--- src/rtl/accel_reg_engine_pkg.sv ---
// -----------------------------------------------------------------------------
// accel_reg_engine_pkg
// Shared definitions for the accelerometer SPI register engine:
//   - FSM state encoding
//   - register map addresses
//   - STATUS register bit positions
//   - command byte field positions
//   - read-only address classification helper
// -----------------------------------------------------------------------------
package accel_reg_engine_pkg;

  typedef enum logic [1:0] {
    ST_IDLE = 2'd0,
    ST_CMD  = 2'd1,
    ST_XFER = 2'd2
  } state_t;

  localparam logic [5:0] WHO_AM_I_ADDR = 6'h0F;
  localparam logic [5:0] STATUS_ADDR   = 6'h27;
  localparam logic [5:0] OUT_X_L       = 6'h28;
  localparam logic [5:0] OUT_X_H       = 6'h29;
  localparam logic [5:0] OUT_Y_L       = 6'h2A;
  localparam logic [5:0] OUT_Y_H       = 6'h2B;
  localparam logic [5:0] OUT_Z_L       = 6'h2C;
  localparam logic [5:0] OUT_Z_H       = 6'h2D;

  localparam int unsigned STATUS_ZYXDA_BIT = 3;
  localparam int unsigned STATUS_ZYXOR_BIT = 7;

  localparam int unsigned CMD_RNW_BIT  = 7;
  localparam int unsigned CMD_MS_BIT   = 6;
  localparam int unsigned CMD_ADDR_MSB = 5;

  function automatic logic is_read_only(input logic [5:0] addr);
    return (addr == WHO_AM_I_ADDR) ||
           (addr == STATUS_ADDR)   ||
           ((addr >= OUT_X_L) && (addr <= OUT_Z_H));
  endfunction

endpackage

--- src/rtl/accel_reg_engine_regfile.sv ---
// -----------------------------------------------------------------------------
// accel_regfile
// 64x8 register storage for the accelerometer register engine.
//   i_clk, i_rst          : clock, synchronous active-high reset (clears all)
//   i_wr_en/addr/data     : host write port; read-only addresses are dropped
//   i_rd_addr, o_rd_data  : combinational read port (WHO_AM_I and STATUS muxed in)
//   i_sample_we, i_sample_*: accepted accelerometer sample, loads OUT_* regs
//   i_status_clr          : clears ZYXDA/ZYXOR (OUT_Z_H has been read)
// -----------------------------------------------------------------------------
module accel_regfile
  import accel_reg_engine_pkg::*;
#(
  parameter logic [7:0]  WHO_AM_I = 8'h33,
  parameter int unsigned ADDR_W   = 6
) (
  input  logic              i_clk,
  input  logic              i_rst,
  input  logic              i_wr_en,
  input  logic [ADDR_W-1:0] i_wr_addr,
  input  logic [7:0]        i_wr_data,
  input  logic [ADDR_W-1:0] i_rd_addr,
  output logic [7:0]        o_rd_data,
  input  logic              i_sample_we,
  input  logic [15:0]       i_sample_x,
  input  logic [15:0]       i_sample_y,
  input  logic [15:0]       i_sample_z,
  input  logic              i_status_clr
);

  localparam int unsigned DEPTH = 1 << ADDR_W;

  logic [7:0] r_mem [DEPTH];
  logic       r_zyxda;
  logic       r_zyxor;
  logic [7:0] w_status;

  always_ff @(posedge i_clk) begin
    if (i_rst) begin
      r_mem   <= '{default: '0};
      r_zyxda <= 1'b0;
      r_zyxor <= 1'b0;
    end else begin
      if (i_wr_en && !is_read_only(i_wr_addr)) begin
        r_mem[i_wr_addr] <= i_wr_data;
      end
      if (i_status_clr) begin
        r_zyxda <= 1'b0;
        r_zyxor <= 1'b0;
      end
      // Samples only arrive with chip-select idle, so they never race a
      // host write or a status clear; giving them last word is harmless.
      if (i_sample_we) begin
        r_mem[OUT_X_L] <= i_sample_x[7:0];
        r_mem[OUT_X_H] <= i_sample_x[15:8];
        r_mem[OUT_Y_L] <= i_sample_y[7:0];
        r_mem[OUT_Y_H] <= i_sample_y[15:8];
        r_mem[OUT_Z_L] <= i_sample_z[7:0];
        r_mem[OUT_Z_H] <= i_sample_z[15:8];
        r_zyxda        <= 1'b1;
        r_zyxor        <= r_zyxor | r_zyxda;
      end
    end
  end

  always_comb begin
    w_status                   = '0;
    w_status[STATUS_ZYXDA_BIT] = r_zyxda;
    w_status[STATUS_ZYXOR_BIT] = r_zyxor;
  end

  always_comb begin
    o_rd_data = r_mem[i_rd_addr];
    if (i_rd_addr == WHO_AM_I_ADDR) begin
      o_rd_data = WHO_AM_I;
    end else if (i_rd_addr == STATUS_ADDR) begin
      o_rd_data = w_status;
    end
  end

endmodule

--- src/rtl/accel_reg_engine.sv ---
// -----------------------------------------------------------------------------
// accel_reg_engine
// SPI-side register engine for an accelerometer: decodes command bytes from an
// SPI byte receiver, performs single/burst register reads and writes, and
// accepts new samples from the sensor path while chip-select is idle.
//   sys_clk, sys_rst         : clock, synchronous active-high reset
//   cs_active                : synchronised SPI chip-select
//   rx_valid, rx_data        : received byte strobe and data
//   tx_data, tx_load         : next byte to shift out and its load strobe
//   sample_valid/ready       : sample handshake (ready only while CS idle)
//   sample_x/y/z             : signed 16-bit accelerometer sample
// -----------------------------------------------------------------------------
module accel_reg_engine
  import accel_reg_engine_pkg::*;
#(
  parameter logic [7:0]  WHO_AM_I = 8'h33,
  parameter int unsigned ADDR_W   = 6
) (
  input  logic        sys_clk,
  input  logic        sys_rst,
  input  logic        cs_active,
  input  logic        rx_valid,
  input  logic [7:0]  rx_data,
  output logic [7:0]  tx_data,
  output logic        tx_load,
  input  logic        sample_valid,
  output logic        sample_ready,
  input  logic [15:0] sample_x,
  input  logic [15:0] sample_y,
  input  logic [15:0] sample_z
);

  state_t            r_state;
  logic [ADDR_W-1:0] r_addr;
  logic              r_rnw;
  logic              r_ms;
  logic              r_cs_block;
  logic [7:0]        r_tx_data;
  logic              r_tx_load;

  logic              w_cmd_fire;
  logic              w_xfer_fire;
  logic              w_cmd_rnw;
  logic              w_cmd_ms;
  logic [ADDR_W-1:0] w_cmd_addr;
  logic [ADDR_W-1:0] w_addr_next;
  logic [ADDR_W-1:0] w_rd_addr;
  logic [7:0]        w_rd_data;
  logic              w_rd_load;
  logic              w_wr_en;
  logic              w_status_clr;
  logic              w_sample_we;

  always_comb begin
    w_cmd_fire   = (r_state == ST_CMD)  && cs_active && rx_valid;
    w_xfer_fire  = (r_state == ST_XFER) && cs_active && rx_valid;
    w_cmd_rnw    = rx_data[CMD_RNW_BIT];
    w_cmd_ms     = rx_data[CMD_MS_BIT];
    w_cmd_addr   = rx_data[CMD_ADDR_MSB:0];
    // Address wraps naturally at the top of the map.
    w_addr_next  = r_ms ? r_addr + ADDR_W'(1) : r_addr;
    // Command-byte reads fetch the start address; burst reads fetch the
    // address after advancing. Both share one read port.
    w_rd_addr    = w_cmd_fire ? w_cmd_addr : w_addr_next;
    w_rd_load    = (w_cmd_fire && w_cmd_rnw) || (w_xfer_fire && r_rnw);
    w_wr_en      = w_xfer_fire && !r_rnw;
    w_status_clr = w_rd_load && (w_rd_addr == OUT_Z_H);
    sample_ready = !cs_active && !sys_rst;
    w_sample_we  = sample_valid && sample_ready;
  end

  accel_regfile #(
    .WHO_AM_I (WHO_AM_I),
    .ADDR_W   (ADDR_W)
  ) u_regfile (
    .i_clk        (sys_clk),
    .i_rst        (sys_rst),
    .i_wr_en      (w_wr_en),
    .i_wr_addr    (r_addr),
    .i_wr_data    (rx_data),
    .i_rd_addr    (w_rd_addr),
    .o_rd_data    (w_rd_data),
    .i_sample_we  (w_sample_we),
    .i_sample_x   (sample_x),
    .i_sample_y   (sample_y),
    .i_sample_z   (sample_z),
    .i_status_clr (w_status_clr)
  );

  always_ff @(posedge sys_clk) begin
    if (sys_rst) begin
      r_state    <= ST_IDLE;
      r_addr     <= '0;
      r_rnw      <= 1'b0;
      r_ms       <= 1'b0;
      r_cs_block <= 1'b1;
      r_tx_data  <= '0;
      r_tx_load  <= 1'b0;
    end else begin
      r_tx_load <= w_rd_load;
      if (w_rd_load) begin
        r_tx_data <= w_rd_data;
      end

      // After a reset, a chip-select that is still held belongs to the
      // aborted transfer; wait for it to drop before accepting a new one.
      if (!cs_active) begin
        r_cs_block <= 1'b0;
      end

      case (r_state)
        ST_IDLE: begin
          if (cs_active && !r_cs_block) begin
            r_state <= ST_CMD;
          end
        end
        ST_CMD: begin
          if (!cs_active) begin
            r_state <= ST_IDLE;
          end else if (rx_valid) begin
            r_rnw   <= w_cmd_rnw;
            r_ms    <= w_cmd_ms;
            r_addr  <= w_cmd_addr;
            r_state <= ST_XFER;
          end
        end
        ST_XFER: begin
          if (!cs_active) begin
            r_state <= ST_IDLE;
          end else if (rx_valid) begin
            r_addr <= w_addr_next;
          end
        end
        default: r_state <= ST_IDLE;
      endcase
    end
  end

  assign tx_data = r_tx_data;
  assign tx_load = r_tx_load;

endmodule

--- config.mk ---
export PLATFORM = sky130hd
export DESIGN_NAME = accel_reg_engine
export DESIGN_NICKNAME = d
export VERILOG_FILES = /design/src/rtl/accel_reg_engine_pkg.sv /design/src/rtl/accel_reg_engine_regfile.sv /design/src/rtl/accel_reg_engine.sv
export SDC_FILE = /design/constraint.sdc
export NUM_CORES = 2
export LEC_CHECK = 0
export BUFFER_PORTS_ARGS = -buffer_cell sky130_fd_sc_hd__clkbuf_2
export CORE_ASPECT_RATIO = 0.7
export CORE_UTILIZATION = 55
export DETAILED_ROUTE_END_ITERATION = 6
export PLACE_DENSITY = 0.72
export SETUP_SLACK_MARGIN = 0.3
export SYNTH_ARGS = -nofsm -noshare
export SYNTH_HDL_FRONTEND = slang
export SYNTH_SLANG_ARGS = --single-unit
--- constraint.sdc ---
create_clock -name sys_clk -period 6 [get_ports sys_clk]
set_input_delay 0.6 -clock sys_clk [delete_from_list [all_inputs] [get_ports sys_clk]]
set_output_delay 0.6 -clock sys_clk [all_outputs]
set_load 0.01 [all_outputs]
## Yosys cells after proc, flatten, opt, wreduce, memory -nomap -nowiden

Cells that the tools add are included.

| word-level totals | value |
|---|---|
| flip-flop bits (word level) | 534 |
| latch bits | 0 |
| memory bits (writable) | 0 |
| bits in read-only memories | 0 |
| bits of input ports | 61 |
| word-level logic and storage cells | 150 |
| memories kept | 0 |

| operators by class | value |
|---|---|
| $add $sub $neg | 1 |
| multiply operators | 0 |
| div/mod/pow operators | 0 |
| magnitude comparators | 5 |
| equal/unequal tests | 14 |
| shift-type cells | 0 |
| multiplexer cells | 25 |
| bitwise gates (word level) | 3 |
| reduce and logical (&&, ||, !) cells | 29 |

Operators with widths:

| kind | count |
|---|---|
| 512-bit bitwise mux | 1 |
| 192-bit 2-to-1 mux | 1 |
| 8-bit binary-select mux with 6-bit select | 1 |
| 8-bit demux with 6-bit select | 1 |
| 48-bit 2-to-1 mux | 1 |
| 8-bit 2-to-1 mux | 5 |
| 6-bit 2-to-1 mux | 6 |
| 6-bit equality test, second input constant | 3 |
| 7-bit >= comparator, second input constant | 2 |
| 1-bit logical AND | 14 |
| 6-bit inverter with 7-bit output | 2 |
| 6-bit by 4-bit equality test with 1-bit output, second input constant | 2 |
| 2-bit != test, second input constant | 6 |
| 6-bit case mux with 2 select lines | 1 |
| 2-bit 2-to-1 mux | 4 |
| 7-bit by 1-bit less-than comparator with 1-bit output, second input constant | 1 |
| 6-bit by 1-bit adder with 6-bit output, second input constant | 1 |
| 6-bit >= comparator, second input constant | 1 |
| 6-bit less-or-equal comparator, second input constant | 1 |
| 2-bit case mux with 3 select lines | 1 |
| 3-bit AND reduction | 2 |
| 2-bit nonzero test | 3 |
| 1-bit zero test | 5 |
| 5-bit AND reduction | 1 |
| other kinds (7) | 11 |

## Longest topological paths before layout

| logic depth | value |
|---|---|
| depth in word-level cells | 10 |
| depth in mapped cells | 13 |
| depth with buffers taken out | 10 |

## By module

From an unflattened synthesis, not the netlist that was laid out.

| second synthesis, totals | value |
|---|---|
| cell total of the unflattened synthesis | 2526 |
| area, all modules | 23933.0 um^2 |

By module, submodules not included:

| module | instances | cells each | area an instance (um^2) | sequential area each (um^2) |
|---|---|---|---|---|
| accel_regfile | 1 | 2388 | 22695.5 | 10269.8 |
| accel_reg_engine | 1 | 138 | 1237.4 | 400.4 |

## Worst setup path after synthesis

OpenSTA, ideal clock, no wires.

| timing path | value |
|---|---|
| kind | register to register |
| from | reg r_addr[0] |
| to | reg r_tx_data[0] (netlist: tx_data[0]) |
| library setup time | 0.095 ns |
| arrival | 2.694 ns |
| data required time | 5.905 ns |
| path slack | 3.210 ns |
| cell stages (with the launch flop) | 13 |
| clock period less this slack | 2.790 ns |
| path through | dfxtp_1 -> inv_1 -> ha_1 -> mux2_2 -> mux2_2 -> buf_2 -> buf_2 -> buf_2 -> nand3_1 -> a21oi_1 -> o41ai_1 -> nand3_1 -> a221oi_1 |

| on the way | value |
|---|---|
| word-level cells in the longest chain between the ends | 9 |
| elaborated cells on any way between the ends | 11 |
| those cells by class | add/sub (1); eq/ne (2); mux (7); bitwise (1) |

RTL lines:

| item | line | RTL |
|---|---|---|
| from (decl) | accel_reg_engine.sv:34 | `logic [ADDR_W-1:0] r_addr;` |
| from (signal assigned) | accel_reg_engine.sv:123 | `r_addr <= w_cmd_addr;` |
| from (signal assigned) | accel_reg_engine.sv:131 | `r_addr <= w_addr_next;` |
| 6-bit by 1-bit adder with 6-bit output | accel_reg_engine.sv:61 | `w_addr_next = r_ms ? r_addr + ADDR_W'(1) : r_addr;` |
| 6-bit 2-to-1 mux (*) | accel_reg_engine.sv:61 |  |
| 6-bit 2-to-1 mux (*) | accel_reg_engine.sv:64 | `w_rd_addr = w_cmd_fire ? w_cmd_addr : w_addr_next;` |
| 6-bit inverter with 7-bit output (implied by the code) | accel_reg_engine_regfile.sv:72 | `o_rd_data = r_mem[i_rd_addr];` |
| 8-bit binary-select mux with 6-bit select | accel_reg_engine_regfile.sv:72 |  |
| 8-bit 2-to-1 mux (implied by the code) (2 in series) | accel_reg_engine_regfile.sv:72 |  |
| 8-bit 2-to-1 mux | accel_reg_engine_regfile.sv:75 | `end else if (i_rd_addr == STATUS_ADDR) begin` |
| 8-bit 2-to-1 mux (*) | accel_reg_engine_regfile.sv:73 | `if (i_rd_addr == WHO_AM_I_ADDR) begin` |
| to (signal assigned) | accel_reg_engine.sv:102 | `r_tx_data <= w_rd_data;` |
| to (decl) | accel_reg_engine.sv:38 | `logic [7:0] r_tx_data;` |

Every way passes the cells marked *; elsewhere a longest branch is shown, timed or not. The select of a mux whose other input is x is not followed.
A chain may end at the register's enable or synchronous reset.

## Worst setup path in the final report

| timing path | value |
|---|---|
| from | reg r_addr[1] |
| to | reg r_tx_data[0] (netlist: tx_data[0]) |

The elaborated chain is that of the path after synthesis.

==> out/results.ini <==
[setup_path]
slowest_delay_ns = 1.37
worstPathArrival_ns = 5.70
crit_family = compound AO/OA/AOI/OAI gates
rrSetupSlack_ns = 0.81
start_kind = register
critPathKind = reg -> reg
cp_cell_sequence = ha_1, nand2_1, xnor2_1, mux2i_4, buf_4, nand2_1, a21oi_1, o41ai_1, nand3_1, a221oi_1
crit_path_end_kind = register
rr_worst_depth = 10
path_buf_inv = 1
r2r-end = tx_data[0]
worstReg2RegStart = r_addr[1]
critPathRequiredTime_ns = 6.51
slowest_stage = o41ai_1
crit_top_cell = nand2_1
path_max_fanout = 18

[clock_tree]
clk_latency_ns = 0.61
cts_resized = 0
numCtsBuffers = 49
cts.sinks = 530
cts_tree = yes
post_cts_buffers = 0
path_clk_slew_ns = 0.08
clockBufferDepth = 3
cts_root_buffer = clkbuf_16
hold_buffers = 0
htreeDepth = 2

[finish]
area_growth_pct = 8.63
nets = 3195
fin_cells = 3762
nFillCells = 3887
drive_above_1_share_pct = 9.35
final_area_um2 = 26500

[floorplanning]
core_region_area_um2 = 43700
start_util_pct = 55.9
fp.dieH_um = 178
die-area_um2 = 45300
rows = 64
die_w_um = 254
io-pin-count = 71

[power_and_ir_drop]
swShare_pct = 23.8
cellPowerDensity_nw_per_um2 = 277
combPwrFrac_pct = 5.1
ir_worst_vdd_mv = 0.219
power.internal_mw = 5.60
leakagePower_nw = 8.53
switching_power_mw = 1.75
p_seq_share_pct = 48.2
p_clk_share_pct = 46.7

[sta]
hold_slack_ns = 0.213
tns_ns = 0
rsz0062_at_grt = no
max_freq_mhz = 193
maxSlewHeadroom_pct = -3.11
drv_slew = 2
post-route-period-util_pct = 86.4
fin_skew_ns = 0.0336
hold_viol_final = 0
setup_viol = 0
worst_slew_pin_slew_ns = 1.53
fin_crit_ns = 5.19

[run]
max_cap_violations = 1

[detailed_routing]
drc = 0
num_vias = 24400
drt_first_pass_iters = 7
wirelength_um = 85500
drtIter0Drc = 3391
postRouteAntennaNets = 0
wl_per_cell_um = 22.7
via_per_inst = 6.48

[global_routing]
grt_pass1_wl_um = 130000
grt_pass1_vias = 22400
grt_usage_pct = 37.3
grt_max_degree = 127
grt_overflow = 0
antenna_found_initial = 11

[yosys]
synth_top_cell_by_area = dfxtp_1
syn_area_um2 = 24400
yosysTopAreaCellShare_pct = 43.4
ys_types = 67
seq_area_frac_synth_pct = 43.4
syn-num-nets = 3331
synth_area_leaders = dfxtp_1 43%, nand2_1 14%, a21oi_1 12%
syn_inst = 3266
async_reset_ff_share_pct = 0
synth-edff-count = 0
synthFlopType = dfxtp_1
ys_ff_latch = 530
avgSynthCellArea_um2 = 7.48
yosys_warnings = 0

[outcome]
status = finished, violations left
violations = capacitance limit, slew limit

[placed_design]
placedCellCount = 3673
place.gp.congestion = 0.903
numPortBuffers = 70
dp_hpwl_um = 51400
dpl_cell_area_um2 = 24800

[hold_path]
hold_path.class = in -> reg
whs_path_depth = 3
hold_path_end = u_regfile.r_mem[160]
hold_start = sample_y[8]

## synthesized netlist by cell type (5+ instances only)
cell type / n
nand3b_1: 5
a211oi_1: 17
a22oi_1: 7
nand3_1: 351
a21oi_1: 569
clkbuf_1: 235
buf_4: 9
buf_2: 46
dfxtp_1: 530
and3_1: 8
nor3_1: 5
o22ai_1: 5
o41ai_1: 6
nand2_1: 884
buf_6: 12
a311oi_1: 8
nor4_1: 10
and2_1: 7
mux2i_1: 39
nor2_1: 79
o21ai_0: 275
or4_1: 5
buf_1: 14
mux4_2: 48
## cell families after synthesis
family,Yosys count,share of synthesized area [%]
and+or+nand+nor,1387,24.2
DFF,530,43.4
xor gates and xnor gates,7,0.251
adders and majority gates,4,0.205
AOI/OAI and AO/OA,927,20.0
buffers and inverters,319,5.64
muxes,92,6.27
## per-stage QoR
| stage | setup slack (ns) | total power, mW | utilization [%] |
|---|---|---|---|
| after floorplan | 3.21 | 3.84 | - |
| after global placement | 1.17 | 3.97 | 56.7 |
| after detailed placement | 1.12 | 3.98 | 56.7 |
| after CTS | 1.29 | 7.33 | 60.7 |
| after global routing | 0.860 | 7.51 | 60.7 |
| final | 0.814 | 7.35 | 60.7 |
## routing by layer
metal / global-route usage (%) / share of wire (%)
met1: 50.8 / 40
met4: 16.4 / 4.4
met3: 14.0 / 14
met2: 52.1 / 41
met5: 0.769 / 0.11
## worst register-to-register path, cell delays in order, from the launching register on
cell	delay, ns
dfxtp_1	0.60
ha_1	0.28
nand2_1	0.08
xnor2_1	0.63
mux2i_4	0.39
buf_4	0.31
nand2_1	0.72
a21oi_1	0.23
o41ai_1	1.37
nand3_1	0.16
a221oi_1	0.30
## worst max-delay path by stage
stage | startpoint | end | slack (ns) | depth (start not counted)
floorplan | r_addr[0] | tx_data[0] | 3.21 | 12
global placement | cs_active | tx_data[1] | 1.17 | 10
detailed placement | cs_active | tx_data[0] | 1.12 | 10
CTS | r_addr[1] | tx_data[0] | 1.29 | 10
global route | r_addr[1] | tx_data[0] | 0.86 | 10
finish | r_addr[1] | tx_data[0] | 0.81 | 10
## layout make-up
class / instances / area [µm²] / share of cell area [%]
clock buffers: 68 / 1450 / 5.46
multi-input cells: 2417 / 12600 / 47.4
inverters: 3 / 11.3 / 0.0424
clock inverters: 19 / 288 / 1.08
diodes: 2 / 5.00 / 0.0189
repair buffers: 129 / 853 / 3.22
well taps: 594 / 743 / 2.80
flip-flops and latches: 530 / 10600 / 40.0
## power by group through the flow
stage          Sequential [mW]  Combinational (mW)  Clock [mW]
2_1_floorplan             3.62               0.227           0
3_3_place_gp              3.62               0.352           0
3_5_place_dp              3.62               0.357           0
4_1_cts                   3.54               0.358        3.43
5_1_grt                   3.54               0.388        3.58
6_report                  3.54               0.377        3.43
## registers in the layout, indices dropped and copies added (netlist names)
signal and count:
u_regfile.r_mem 508, r_addr 6, r_state 2, r_rnw 1
r_cs_block 1, u_regfile.r_zyxda 1, tx_data 8, tx_load 1
u_regfile.r_zyxor 1, r_ms 1
## placed cells by master, fill, tap and decap left out, types with 5 or more instances in the layout
cell,n
a211oi_1,17
a21oi_1,568
a22oi_1,7
a311oi_1,8
and2_1,7
and3_1,8
buf_4,55
bufinv_16,7
clkbuf_1,6
clkbuf_16,51
clkbuf_2,69
clkbuf_8,11
clkinv_2,6
dfxtp_1,530
mux2i_1,36
mux4_2,48
nand2_1,882
nand3_1,349
nand3b_1,5
nor2_1,77
nor2_4,5
nor4_1,10
o21ai_0,275
o22ai_1,5
o41ai_1,6
Power figures use the tool's default switching activity.
